$ cat src/rtl/processor_pkg.sv
// Shared types for the staged processor core: pipeline controller state encoding
// and the supported pipeline depth limit.
package processor_pkg;

  typedef enum logic [1:0] {
    PC_RUN,
    PC_DRAIN,
    PC_HALTED
  } pipe_state_t;

  localparam int MAX_STAGES = 8;

endpackage

$ cat src/rtl/pipeline_stage_reg.sv
// One pipeline occupancy slot: valid bit plus the instruction IP it carries.
// Latency: 1 cycle. Backpressure: hold freezes the slot; flush clears valid on load.
module pipeline_stage_reg
  import processor_pkg::*;
#(
  parameter int ADDR_SIZE = 18
) (
  input  logic                 clock,
  input  logic                 reset,
  input  logic                 hold,
  input  logic                 flush,
  input  logic                 in_valid,
  input  logic [ADDR_SIZE-1:0] in_ip,
  output logic                 valid,
  output logic [ADDR_SIZE-1:0] ip
);

  always_ff @(posedge clock or negedge reset) begin
    if (!reset) begin
      valid <= 1'b0;
      ip    <= '0;
    end else if (!hold) begin
      valid <= in_valid & ~flush;
      ip    <= in_ip;
    end
  end

endmodule

$ cat src/rtl/pipeline_control.sv
// Fetch IP and per-stage valid/IP chain with redirect flush, stall and wait/continue halt.
// Latency: one cycle per stage, code_addr is the IP register; redirect costs DECODE_STAGE bubbles.
// Backpressure: stall freezes every register; PIPELINE_DEBUG_HALT_EN adds debug_halt/debug_halted.
module pipeline_control
  import processor_pkg::*;
#(
  parameter int NUM_STAGES   = 3,
  parameter int DECODE_STAGE = 1,
  parameter int ADDR_SIZE    = 18,
  parameter int WAIT_CNT_W   = 16
) (
  input  logic                            clock,
  input  logic                            reset,
  input  logic                            stall,
  input  logic                            redirect_valid,
  input  logic [ADDR_SIZE-1:0]            redirect_ip,
  input  logic                            wait_detect,
  input  logic                            wait_continue_execution,
`ifdef PIPELINE_DEBUG_HALT_EN
  input  logic                            debug_halt,
  output logic                            debug_halted,
`endif
  output logic [ADDR_SIZE-1:0]            code_addr,
  output logic [NUM_STAGES-1:0]           stage_valid,
  output logic [NUM_STAGES*ADDR_SIZE-1:0] stage_ip,
  output logic                            wait_for_continue,
  output logic [WAIT_CNT_W-1:0]           wait_cycles
);

  pipe_state_t            state, state_nxt;
  logic [ADDR_SIZE-1:0]   ip_q, ip_nxt;
  logic [ADDR_SIZE-1:0]   wait_ip_q, wait_ip_nxt;
  logic                   fetch_en;
  logic                   clr_wait_cnt;
  logic                   older_vld;
  int                     kill_top;
  logic [NUM_STAGES-1:0]  flush_vec;
  logic [NUM_STAGES-1:0]  stg_vld;
  logic [ADDR_SIZE-1:0]   stg_ip [NUM_STAGES];
`ifdef PIPELINE_DEBUG_HALT_EN
  logic                   halt_by_wait_q, halt_by_wait_nxt;
`endif

  // Anything still live past decode must retire before the core counts as halted.
  always_comb begin
    older_vld = 1'b0;
    for (int k = DECODE_STAGE + 1; k < NUM_STAGES; k++) older_vld |= stg_vld[k];
  end

  always_comb begin
    state_nxt    = state;
    ip_nxt       = ip_q;
    wait_ip_nxt  = wait_ip_q;
    fetch_en     = 1'b0;
    clr_wait_cnt = 1'b0;
    kill_top     = -1;
`ifdef PIPELINE_DEBUG_HALT_EN
    halt_by_wait_nxt = halt_by_wait_q;
`endif
    unique case (state)
      PC_RUN: begin
        if (redirect_valid) begin
          ip_nxt   = redirect_ip;
          kill_top = DECODE_STAGE - 1;
        end else if (wait_detect && !wait_continue_execution) begin
          // The wait itself retires at decode, so it is dropped along with younger slots.
          wait_ip_nxt  = stg_ip[DECODE_STAGE];
          kill_top     = DECODE_STAGE + 1;
          state_nxt    = PC_DRAIN;
          clr_wait_cnt = 1'b1;
`ifdef PIPELINE_DEBUG_HALT_EN
          halt_by_wait_nxt = 1'b1;
        end else if (debug_halt) begin
          wait_ip_nxt      = ip_q - ADDR_SIZE'(1);
          kill_top         = DECODE_STAGE;
          state_nxt        = PC_DRAIN;
          clr_wait_cnt     = 1'b1;
          halt_by_wait_nxt = 1'b0;
`endif
        end else begin
          fetch_en = 1'b1;
          ip_nxt   = ip_q + ADDR_SIZE'(1);
        end
      end
      PC_DRAIN: begin
        kill_top = DECODE_STAGE;
        if (!older_vld) state_nxt = PC_HALTED;
      end
      PC_HALTED: begin
        kill_top = DECODE_STAGE;
`ifdef PIPELINE_DEBUG_HALT_EN
        if (!debug_halt && (!halt_by_wait_q || wait_continue_execution)) begin
`else
        if (wait_continue_execution) begin
`endif
          ip_nxt    = wait_ip_q + ADDR_SIZE'(1);
          state_nxt = PC_RUN;
        end
      end
      default: state_nxt = PC_RUN;
    endcase
    for (int k = 0; k < NUM_STAGES; k++) flush_vec[k] = (k <= kill_top);
  end

  always_ff @(posedge clock or negedge reset) begin
    if (!reset) begin
      state             <= PC_RUN;
      ip_q              <= '0;
      wait_ip_q         <= '0;
      wait_for_continue <= 1'b0;
    end else if (!stall) begin
      state             <= state_nxt;
      ip_q              <= ip_nxt;
      wait_ip_q         <= wait_ip_nxt;
      wait_for_continue <= (state_nxt == PC_HALTED);
    end
  end

  // Halted time keeps accumulating through stall; only a new halt clears it.
  always_ff @(posedge clock or negedge reset) begin
    if (!reset) begin
      wait_cycles <= '0;
    end else if (clr_wait_cnt && !stall) begin
      wait_cycles <= '0;
    end else if (state == PC_HALTED && wait_cycles != '1) begin
      wait_cycles <= wait_cycles + WAIT_CNT_W'(1);
    end
  end

`ifdef PIPELINE_DEBUG_HALT_EN
  always_ff @(posedge clock or negedge reset) begin
    if (!reset) begin
      halt_by_wait_q <= 1'b0;
    end else if (!stall) begin
      halt_by_wait_q <= halt_by_wait_nxt;
    end
  end

  assign debug_halted = (state == PC_HALTED) && debug_halt;
`endif

  for (genvar k = 0; k < NUM_STAGES; k++) begin : g_stage
    logic                 in_vld;
    logic [ADDR_SIZE-1:0] in_ip;

    if (k == 0) begin : g_head
      assign in_vld = fetch_en;
      assign in_ip  = ip_q;
    end else begin : g_body
      assign in_vld = stg_vld[k-1];
      assign in_ip  = stg_ip[k-1];
    end

    pipeline_stage_reg #(
      .ADDR_SIZE (ADDR_SIZE)
    ) u_stage (
      .clock    (clock),
      .reset    (reset),
      .hold     (stall),
      .flush    (flush_vec[k]),
      .in_valid (in_vld),
      .in_ip    (in_ip),
      .valid    (stg_vld[k]),
      .ip       (stg_ip[k])
    );

    assign stage_ip[k*ADDR_SIZE +: ADDR_SIZE] = stg_ip[k];
  end

  assign stage_valid = stg_vld;
  assign code_addr   = ip_q;

endmodule

$ cat config.mk
export PLATFORM = sky130hd
export DESIGN_NAME = pipeline_control
export DESIGN_NICKNAME = d
export VERILOG_FILES = /design/src/rtl/processor_pkg.sv /design/src/rtl/pipeline_stage_reg.sv /design/src/rtl/pipeline_control.sv
export SDC_FILE = /design/constraint.sdc
export NUM_CORES = 1
export LEC_CHECK = 0
export ABC_AREA = 1
export CORE_MARGIN = 2
export CORE_UTILIZATION = 52
export CTS_CLUSTER_DIAMETER = 200
export CTS_CLUSTER_SIZE = 16
export DETAILED_ROUTE_END_ITERATION = 7
export GPL_TIMING_DRIVEN = 0
export PLACE_DENSITY = 0.83
export SYNTH_ARGS = -nofsm -noshare
export SYNTH_HDL_FRONTEND = slang
export SYNTH_SLANG_ARGS = --single-unit
$ cat constraint.sdc
create_clock -name clock -period 2.3 [get_ports clock]
set_clock_uncertainty 0.1 [all_clocks]
set_input_delay 0.23 -clock clock [delete_from_list [all_inputs] [get_ports clock]]
set_output_delay 0.23 -clock clock [all_outputs]
set_load 0.005 [all_outputs]
Yosys cells after proc, flatten, opt, wreduce, memory -nomap -nowiden
Cells that the tools add are included.
{ "word_totals": {"regBits": 112, "latchBits": 0, "mem_bits_rw": 0, "romBits": 0, "input_bits": 24, "output_inout_bits": 92, "elab_cells": 62, "mem_count": 0} }
{ "classes": {"addsub": 3, "n_mul": 0, "n_div": 0, "n_lt_le_gt_ge": 3, "n_eq_ne": 6, "shift": 0, "muxes": 20, "n_bitwise": 8, "reduce_logical": 11} }
{ "op_table": {"columns": ["cell", "count"], "rows": [
  ["two-way mux 32 bit", 2],
  ["case mux 32 bit (2 select lines)", 1],
  ["two-way mux 18 bit", 3],
  ["adder 18 x 1 -> 18 bit, second input constant", 2],
  ["case mux 18 bit (2 select lines)", 1],
  ["less-or-equal comparator 1 x 32 -> 1 bit, first input constant", 1],
  ["less-or-equal comparator 2 x 32 -> 1 bit, first input constant", 1],
  ["less-or-equal comparator 3 x 32 -> 1 bit, first input constant", 1],
  ["two-way mux 16 bit", 2],
  ["adder 16 x 1 -> 16 bit, second input constant", 1],
  ["!= test 16 bit, second input constant", 1],
  ["two-way mux 2 bit", 4],
  ["AND reduction 4 bit", 2],
  ["two-way mux 1 bit", 6],
  ["case mux 2 bit (3 select lines)", 1],
  ["NOT 1 bit", 5],
  ["== test 2 bit, second input constant", 2],
  ["nonzero test 2 bit", 2],
  ["bitwise AND 1 bit", 3],
  ["logical AND 1 bit", 3],
  ["!= test 3 bit, second input constant", 1],
  ["== test 2 x 1 -> 1 bit, second input constant", 1],
  ["zero test 1 bit", 2],
  ["zero test 2 bit", 1],
  ["2 further kinds", 2]
]} }

Depth between registers and ports, before layout
{ "logic_depth": {"ltp_word": 8, "depth_mapped": 12, "depth_no_buf": 12} }

Cells and area by module
Synthesis repeated with hierarchy kept, for this count alone.
{ "hier_totals": {"hier_cells": 818, "area_unflattened_um2": 6058.3} }
{ "modules_own_cells": {"columns": ["mod", "n_inst", "cells_each", "area_per_inst_um2", "seq_area_each_um2"], "rows": [
  ["pipeline_control", 1, 575, 3828.7, 1376.3],
  ["pipeline_stage_reg", 3, 81, 743.2, 475.5]
]} }

Worst setup path before layout
OpenSTA, ideal clock, no wires.
{ "synth_path": {"path_kind": "register -> register", "from": "reg state[0]", "to": "reg ip_q[8] (netlist: code_addr[8])", "setup_time_ns": 0.125, "t_arrival_ns": 1.512, "required_ns": 2.075, "setup_slack_ns": 0.563, "stages_incl_launch_ff": 11, "path_buffers": 2, "period_less_slack_ns": 1.737, "cell_sequence": "dfrtp_1 inv_1 ha_1 inv_1 or2_2 o21ai_0 nor2_1 buf_4 buf_4 nor2_1 a21oi_1"} }
{ "synth_between": {"elab_chain_cells": 3, "elab_cells_between_ends": 7, "cone_classes": "eq/ne (3); mux (1); reduce/logical (3)"} }
{ "synth_lines": {"columns": ["item", "line", "source"], "rows": [
  ["from (decl)", "pipeline_control.sv:30", "pipe_state_t state, state_nxt;"],
  ["from (signal assigned)", "pipeline_control.sv:112", "state <= state_nxt;"],
  ["== test 2 bit or zero test 2 bit (tied branches)", "pipeline_control.sv:60", "unique case (state)"],
  ["!= test 2 bit (no source line) (tied with other cells)", null, null],
  ["AND reduction 4 bit (no source line)", null, null],
  ["to (signal assigned)", "pipeline_control.sv:113", "ip_q <= ip_nxt;"],
  ["to (decl)", "pipeline_control.sv:31", "logic [ADDR_SIZE-1:0] ip_q, ip_nxt;"]
]} }
Parallel ways exist; a longest one is shown, timed or not.
A chain may end at the register's enable or synchronous reset.

Final worst setup path
{ "layout_path": {"from": "reg state[1]", "to": "reg wait_ip_q[10]"} }
{ "layout_between": {"elab_chain_cells": 2} }
{ "layout_lines": {"columns": ["item", "line", "source"], "rows": [
  ["zero test 2 bit", "pipeline_control.sv:60", null],
  ["AND reduction 4 bit (no source line)", null, null],
  ["to (signal assigned)", "pipeline_control.sv:114", "wait_ip_q <= wait_ip_nxt;"],
  ["to (decl)", "pipeline_control.sv:32", "logic [ADDR_SIZE-1:0] wait_ip_q, wait_ip_nxt;"]
]} }
No other way between the ends.

==> impl_metrics.toml <==
[run_status]
status = "finished clean"

[cts]
clkTransAtPathRegs_ns = 0.11
htreeDepth = 3
clkSinkCount = 112
cts_buffers = 9
cts_buffer_depth = 2
cts_tree = "yes"
cts_setup_buffers = 0
cts-root-buf = "clkbuf_8"
clk_latency_ns = 0.38

[yosys]
async_reset_ff_frac = 1.00
ys_types = 38
synth_edf_count = 0
yosysMostFrequentCell = "nand2_1"
netlist_instances = 762
ys_top_cells_by_count = "nand2_1 (214), dfrtp_1 (112), nor2_1 (89), o21ai_0 (89), inv_1 (72)"
yosys-top-cells-area = "dfrtp_1 (48%), nand2_1 (14%), o21ai_0 (7.6%)"
ys_seq_elements = 112
ys.flop_type = "dfrtp_1"
synth_top_cell_area_share = 0.480
synth_nets = 793
synth_top_cell_by_area = "dfrtp_1"
ys_seq_area_frac = 0.480
yosysWarningCount = 0
syn-cell-area_mm2 = 0.00584
avgSynthCellArea_um2 = 7.66

[min_path]
hp-class = "primary input to flop"
whs_path_depth = 3

[grt]
grt_pass1_vias = 5537
overflow = 0
grt_usage = 0.290
antenna_found_initial = 0
grt_max_degree = 74
grt_pass1_wl_mm = 26.7

[final_layout]
synthToLayoutAreaGrowth_pct = 26.5
stdcell_count = 1034
drive_above_1_share = 0.0582
design_area_mm2 = 0.00738
fin_util = 0.678
diodes = 0
finalNetCount = 920

[sta]
drv_slew = 0
setup_slack_ns = 0.210
hold_ws_ns = 0.165
timing.fmax_mhz = 478
rsz0062_at_grt = "no"
max_slew_margin = 0.618
tightest_slew_ns = 0.573
setup_viol_count_final = 0
hold_viol = 0
finalCritPeriodShare = 0.909
period_minus_slack_ns = 2.09

[setup_path]
endpoint_kind = "flop"
critPathLaunchType = "flop"
max_stage_delay_ns = 0.43
crit_type = "flop to flop"
crit_fanout = 10
cp_slowest_cell = "dfrtp_1"
required_ns = 2.45
crit_arrival_ns = 2.24
path_cells = "inv_1 -> ha_1 -> nand3_2 -> nor2_4 -> clkbuf_1 -> o21ai_0"
r2r_cells = 6

[placed_design]
gp_congestion = 0.989
dp_hpwl_mm = 12.5
numPortBuffers = 114
place_inst = 1017
dpl_cell_area_mm2 = 0.00718
dp_slack_ns = 0.159

[route]
final_antenna_net_count = 0
drc = 0
drtIter0Drc = 458
drt_wl_total_mm = 16.7
vias = 5624
wire_per_inst_um = 16.1
firstDrtPassIters = 5
post_drt_via_cell_ratio = 5.44

[power]
p_comb_frac = 0.430
swShare = 0.406
switchingPower_mw = 3.30
irDropWorstVdd_mv = 0.701
seqPwrFrac = 0.421
p_per_area_mw_per_mm2 = 1100
power.share.clock = 0.149
cellLeakagePower_nw = 3.37
p_int_mw = 4.84

[floorplan]
die_y_um = 110
initial_core_util = 0.536
die_w_um = 110
io-pin-count = 116
num_rows = 38
dieArea_mm2 = 0.0121
core-area_mm2 = 0.0109

[run]
drv_cap = 0
## routing by layer
metal	vias to the layer above	share of wire	GRT usage
met5	-	0	0
met4	0	0.029	0.111
met3	38	0.066	0.0658
met2	220	0.49	0.481
met1	2664	0.41	0.368
li1	2702	-	-
## power groups by stage
stage | sequential, mW | clock [mW] | combinational [mW]
detailed placement | 3.43 | 0 | 3.47
global placement | 3.43 | 0 | 3.40
CTS | 3.40 | 1.23 | 3.50
finish | 3.42 | 1.21 | 3.50
global route | 3.50 | 1.31 | 3.90
floorplan | 3.26 | 0 | 1.78
## cell families after synthesis
logic type / share of synthesized area
and+or+nand+nor: 0.280
buffers and inverters: 0.0815
adders and majority gates: 0.0150
DFF: 0.480
xor gates and xnor gates: 0.0195
AOI/OAI and AO/OA: 0.124
## area by class of cell
class	instances	area (µm²)
Multi-Input combinational cell	541	2560
Buffer	32	186
Clock buffer	11	131
Timing Repair Buffer	116	1180
Inverter	77	289
Sequential cell	112	2800
Clock inverter	5	66.3
Tap cell	140	175
Fill cell	934	3500
## registers in the layout, summed over array words and instances, names as in the netlist
signal / flops
code_addr: 18
wait_for_continue: 1
wait_ip_q: 18
state: 2
g_stage.u_stage.valid: 3
wait_cycles: 16
g_stage.u_stage.ip: 54
## per-stage QoR
step,total power [mW],setup TNS [ns]
after CTS,8.13,0
after global routing,8.71,0
final,8.14,0
after floorplan,5.05,0
after global placement,6.83,-381.71
after detailed placement,6.90,0
## worst paths after layout
path / start / end / slack [ns]
min: redirect_valid / code_addr[8]$_DFFE_PN0P_ / 0.16
max in group asynchronous: reset / wait_ip_q[10]$_DFFE_PN0P_ / 1.10
min in group asynchronous: reset / wait_cycles[5]$_DFFE_PN0P_ / 0.27
min reg2reg: g_stage[2].u_stage.ip[17]$_DFFE_PN0N_ / g_stage[2].u_stage.ip[17]$_DFFE_PN0N_ / 0.40
max reg2reg: state[1]$_DFFE_PN0N_ / wait_ip_q[10]$_DFFE_PN0P_ / 0.21
max: state[1]$_DFFE_PN0N_ / wait_ip_q[10]$_DFFE_PN0P_ / 0.21
## cells in the final DEF (no fill, tap or decap), types with 2 or more instances in the layout
cell type	netlist	routed
nand2_1	214	214
clkdlybuf4s50_1	0	113
dfrtp_1	112	112
o21ai_0	89	89
nor2_1	89	89
inv_1	72	72
nand3_1	47	47
a21oi_1	21	21
clkbuf_1	10	12
xor2_1	12	12
nand4_1	9	9
clkbuf_8	0	9
buf_4	7	8
nor3_1	8	8
ha_1	7	7
buf_1	6	6
o21ai_1	6	6
a31oi_1	6	6
buf_2	5	5
inv_2	4	4
nand3b_1	4	4
nor2_4	3	3
or2_2	3	3
o22ai_1	3	3
o211ai_1	3	3
buf_6	3	3
nand2_2	3	3
o21bai_1	2	2
a22oi_1	2	2
o21ai_2	2	2
clkinv_4	0	2
## critical path: cells and delay by family, from the launching register on
kind | cells | cell delay (ns)
buf+inv | 2 | 0.56
simple gates | 2 | 0.46
flops | 1 | 0.43
fa+ha+maj | 1 | 0.27
compound gates | 1 | 0.14
## repair_timing
item                                   in CTS  in global routing
endpoints found under the hold margin      39                  0
hold buffers                                1                  0
resized for setup                           0                  0
No activity file was read; power rests on OpenSTA's default activity.
==> RTL edit: new RTL, config.mk and constraints unchanged <==
Encoding of `pipe_state_t`: now one-hot (3 bits for 3 states).
--- a/src/rtl/processor_pkg.sv
+++ b/src/rtl/processor_pkg.sv
@@ -2,10 +2,10 @@
 // and the supported pipeline depth limit.
 package processor_pkg;
 
-  typedef enum logic [1:0] {
-    PC_RUN,
-    PC_DRAIN,
-    PC_HALTED
+  typedef enum logic [2:0] {
+    PC_RUN    = 3'b001,
+    PC_DRAIN  = 3'b010,
+    PC_HALTED = 3'b100
   } pipe_state_t;
 
   localparam int MAX_STAGES = 8;
Check against the original RTL: same outputs for any inputs over 4 cycles, from zero or initial values and one cycle with reset low; so few cycles prove little.
==> RTL edit against the original RTL <==
- worst setup slack gained 0.099 ns
- synthesized cell count shrank 0.79%
- sequential cell count grew 1
- area after synthesis is the same
- fmax grew 5.0%
- die area is the same
- cell area grew 4.7%
- total power shrank 6.7%
- routed wire length grew 0.17%
- critical path type unchanged
- critical endpoint is now wait_cycles[10]$_DFFE_PN0P_
- largest cell class unchanged
- highest routed layer unchanged
==> RTL edit: results (changes against the original RTL) <==
stage,metric,value,unit,change
hold_path,min_path_type,primary input to flop,,unchanged
worst_setup_path,arrival,2.34,ns,was 2.24 ns
finish,drive_above_1_share,9.081,%,was 5.817%
placed_design,routabilityCongestion,0.9434,,was 0.9894
finish,nets,918,,was 920
placed_design,place_area,0.007177,sq mm,unchanged
route,vias_per_cell,5.492,,was 5.439
synth,ys_warn_count,0,,unchanged
grt,grt_max_degree,70,,was 74
hold_path,hold_depth,5,,was 3
route,drt_iter0_drc,549,,was 458
status,outcome,"finished, final reports clean",,unchanged
finish,top_register,g_stage.u_stage.ip,,unchanged
route,routed-via-count,5728,,was 5624
synth,avgSynthCellArea,7.719,sq um,was 7.658 sq um
synth,yosys-top-cells-count,"nand2_1 (225), dfrtp_1 (112), o21ai_0 (94)",,"was nand2_1 (214), dfrtp_1 (112), nor2_1 (89), o21ai_0 (89), inv_1 (72)"
power_and_ir_drop,p_leak,3.520,nW,was 3.367 nW
finish,antenna-diode-count,0,,unchanged
clock_network,cts_buffer_depth,2,,unchanged
grt,grt_pass1_vias,5383,,was 5537
worst_setup_path,critPathMaxFanout,6,,was 10
clock_network,htreeDepth,4,,was 3
finish,largest_reg_flops,54,,unchanged
synth,synth_area_leaders,"dfrtp_1 (48%), nand2_1 (14%), o21ai_0 (8.1%), inv_1 (4.6%), nor2_1 (4.6%)",,"was dfrtp_1 (48%), nand2_1 (14%), o21ai_0 (7.6%), nor2_1 (5.7%), inv_1 (4.6%)"
synth,syn-num-nets,783,,was 793
sta,slew_headroom,60.16,%,was 61.77%
worst_setup_path,worstRegToRegCells,7,,was 6
placed_design,dp_cells,1011,,was 1017
grt,track_usage,29.53,%,was 28.96%
placed_design,io_buffers,114,,unchanged
clock_network,clk_pin_slew,0.06,ns,was 0.11 ns
grt,grt_pass1_wl,26.93,mm,was 26.73 mm
clock_network,numCtsBuffers,17,,was 9
route,wl_per_cell,16.04,microns,was 16.15 microns
synth,seq_area_frac_synth,48.48,%,was 48.03%
grt,antenna_found_initial,0,,unchanged
synth,ys.flop_type,dfrtp_1,,unchanged
clock_network,clk_latency,0.52,ns,was 0.38 ns
synth,synth_cell_types,31,,was 38
power_and_ir_drop,ir_drop,0.0004426,V,was 0.0007005 V
placed_design,dp_hpwl,11.94,mm,was 12.54 mm
==> RTL edit: worst max-delay path, cell delays in order (launching register included) <==
cell	delay, ns
dfrtp_1	0.43
ha_1	0.20
nand2_1	0.11
nor3_1	0.35
nand2_1	0.15
nor3_1	0.30
a21oi_1	0.16
nor2_1	0.12
==> RTL edit: kinds of logic (layout without fill, tap and decap cells) <==
group,Yosys count,in the layout,synth area share [%]
buffers and inverters,107,254,8.405
adder cells (fa/ha/maj),3,3,0.6433
AND/OR/NAND/NOR,375,375,27.14
flip-flops,113,113,48.48
AO/OA/AOI/OAI,147,147,13.68
XOR/XNOR,11,11,1.651
==> RTL edit: what timing repair did <==
action,CTS,global route
endpoints found under the setup margin,0,0
gates resized for setup,0,0
buffers inserted,0,0
hold buffers,1,0
endpoints found under the hold margin,43,0
==> RTL edit: path summary, 6_finish.rpt <==
check | from | to | slack (ns)
max | wait_cycles[0]$_DFFE_PN0P_ | wait_cycles[10]$_DFFE_PN0P_ | 0.31
min | redirect_valid | code_addr[9]$_DFFE_PN0P_ | 0.1
max reg2reg | wait_cycles[0]$_DFFE_PN0P_ | wait_cycles[10]$_DFFE_PN0P_ | 0.31
min reg2reg | g_stage[2].u_stage.ip[2]$_DFFE_PN0N_ | g_stage[2].u_stage.ip[2]$_DFFE_PN0N_ | 0.39
max in group asynchronous | reset | wait_cycles[14]$_DFFE_PN0P_ | 1.22
min in group asynchronous | reset | code_addr[0]$_DFFE_PN0P_ | 0.14
==> RTL edit: layout make-up <==
cell class                 instances  area [sq um]
sequential                       113          2829
timing repair buffer             116          1176
inverter                          74         277.8
tap                              140         175.2
multi-input combinational        536          2516
fill                             823          3158
buffer                            33         212.7
clock inverter                    13         115.1
clock buffer                      18         427.9
==> RTL edit: power breakdown <==
| group | switching, W | internal [W] |
|---|---|---|
| Sequential | 0.000595 | 0.00250 |
| Clock | 0.000963 | 0.00145 |
| Combinational | 0.000970 | 0.00111 |
==> RTL edit: metrics by stage <==
| stage | power [W] | setup TNS [ns] | setup slack [ns] | util, % | hold slack (ns) |
|---|---|---|---|---|---|
| 2_1_floorplan | 0.003874 | 0 | 0.6099 | - | -0.1656 |
| 3_3_place_gp | 0.005078 | -369.08 | -3.289 | 65.69 | 0.3672 |
| 3_5_place_dp | 0.005145 | 0 | 0.2545 | 65.92 | 0.1698 |
| 4_1_cts | 0.007573 | 0 | 0.3290 | 71.00 | 0.08518 |
| 5_1_grt | 0.008012 | 0 | 0.08511 | 71.00 | 0.1035 |
| 6_report | 0.007590 | 0 | 0.3086 | 71.00 | 0.09591 |
==> RTL edit: layer usage <==
layer / GRT usage, % / up-vias / routed length [microns]
met5: 0 / - / 0
met4: 8.770 / 0 / 333
met3: 6.876 / 32 / 1415
met2: 47.02 / 300 / 7858
met1: 40.32 / 2676 / 7117
li1: - / 2720 / -
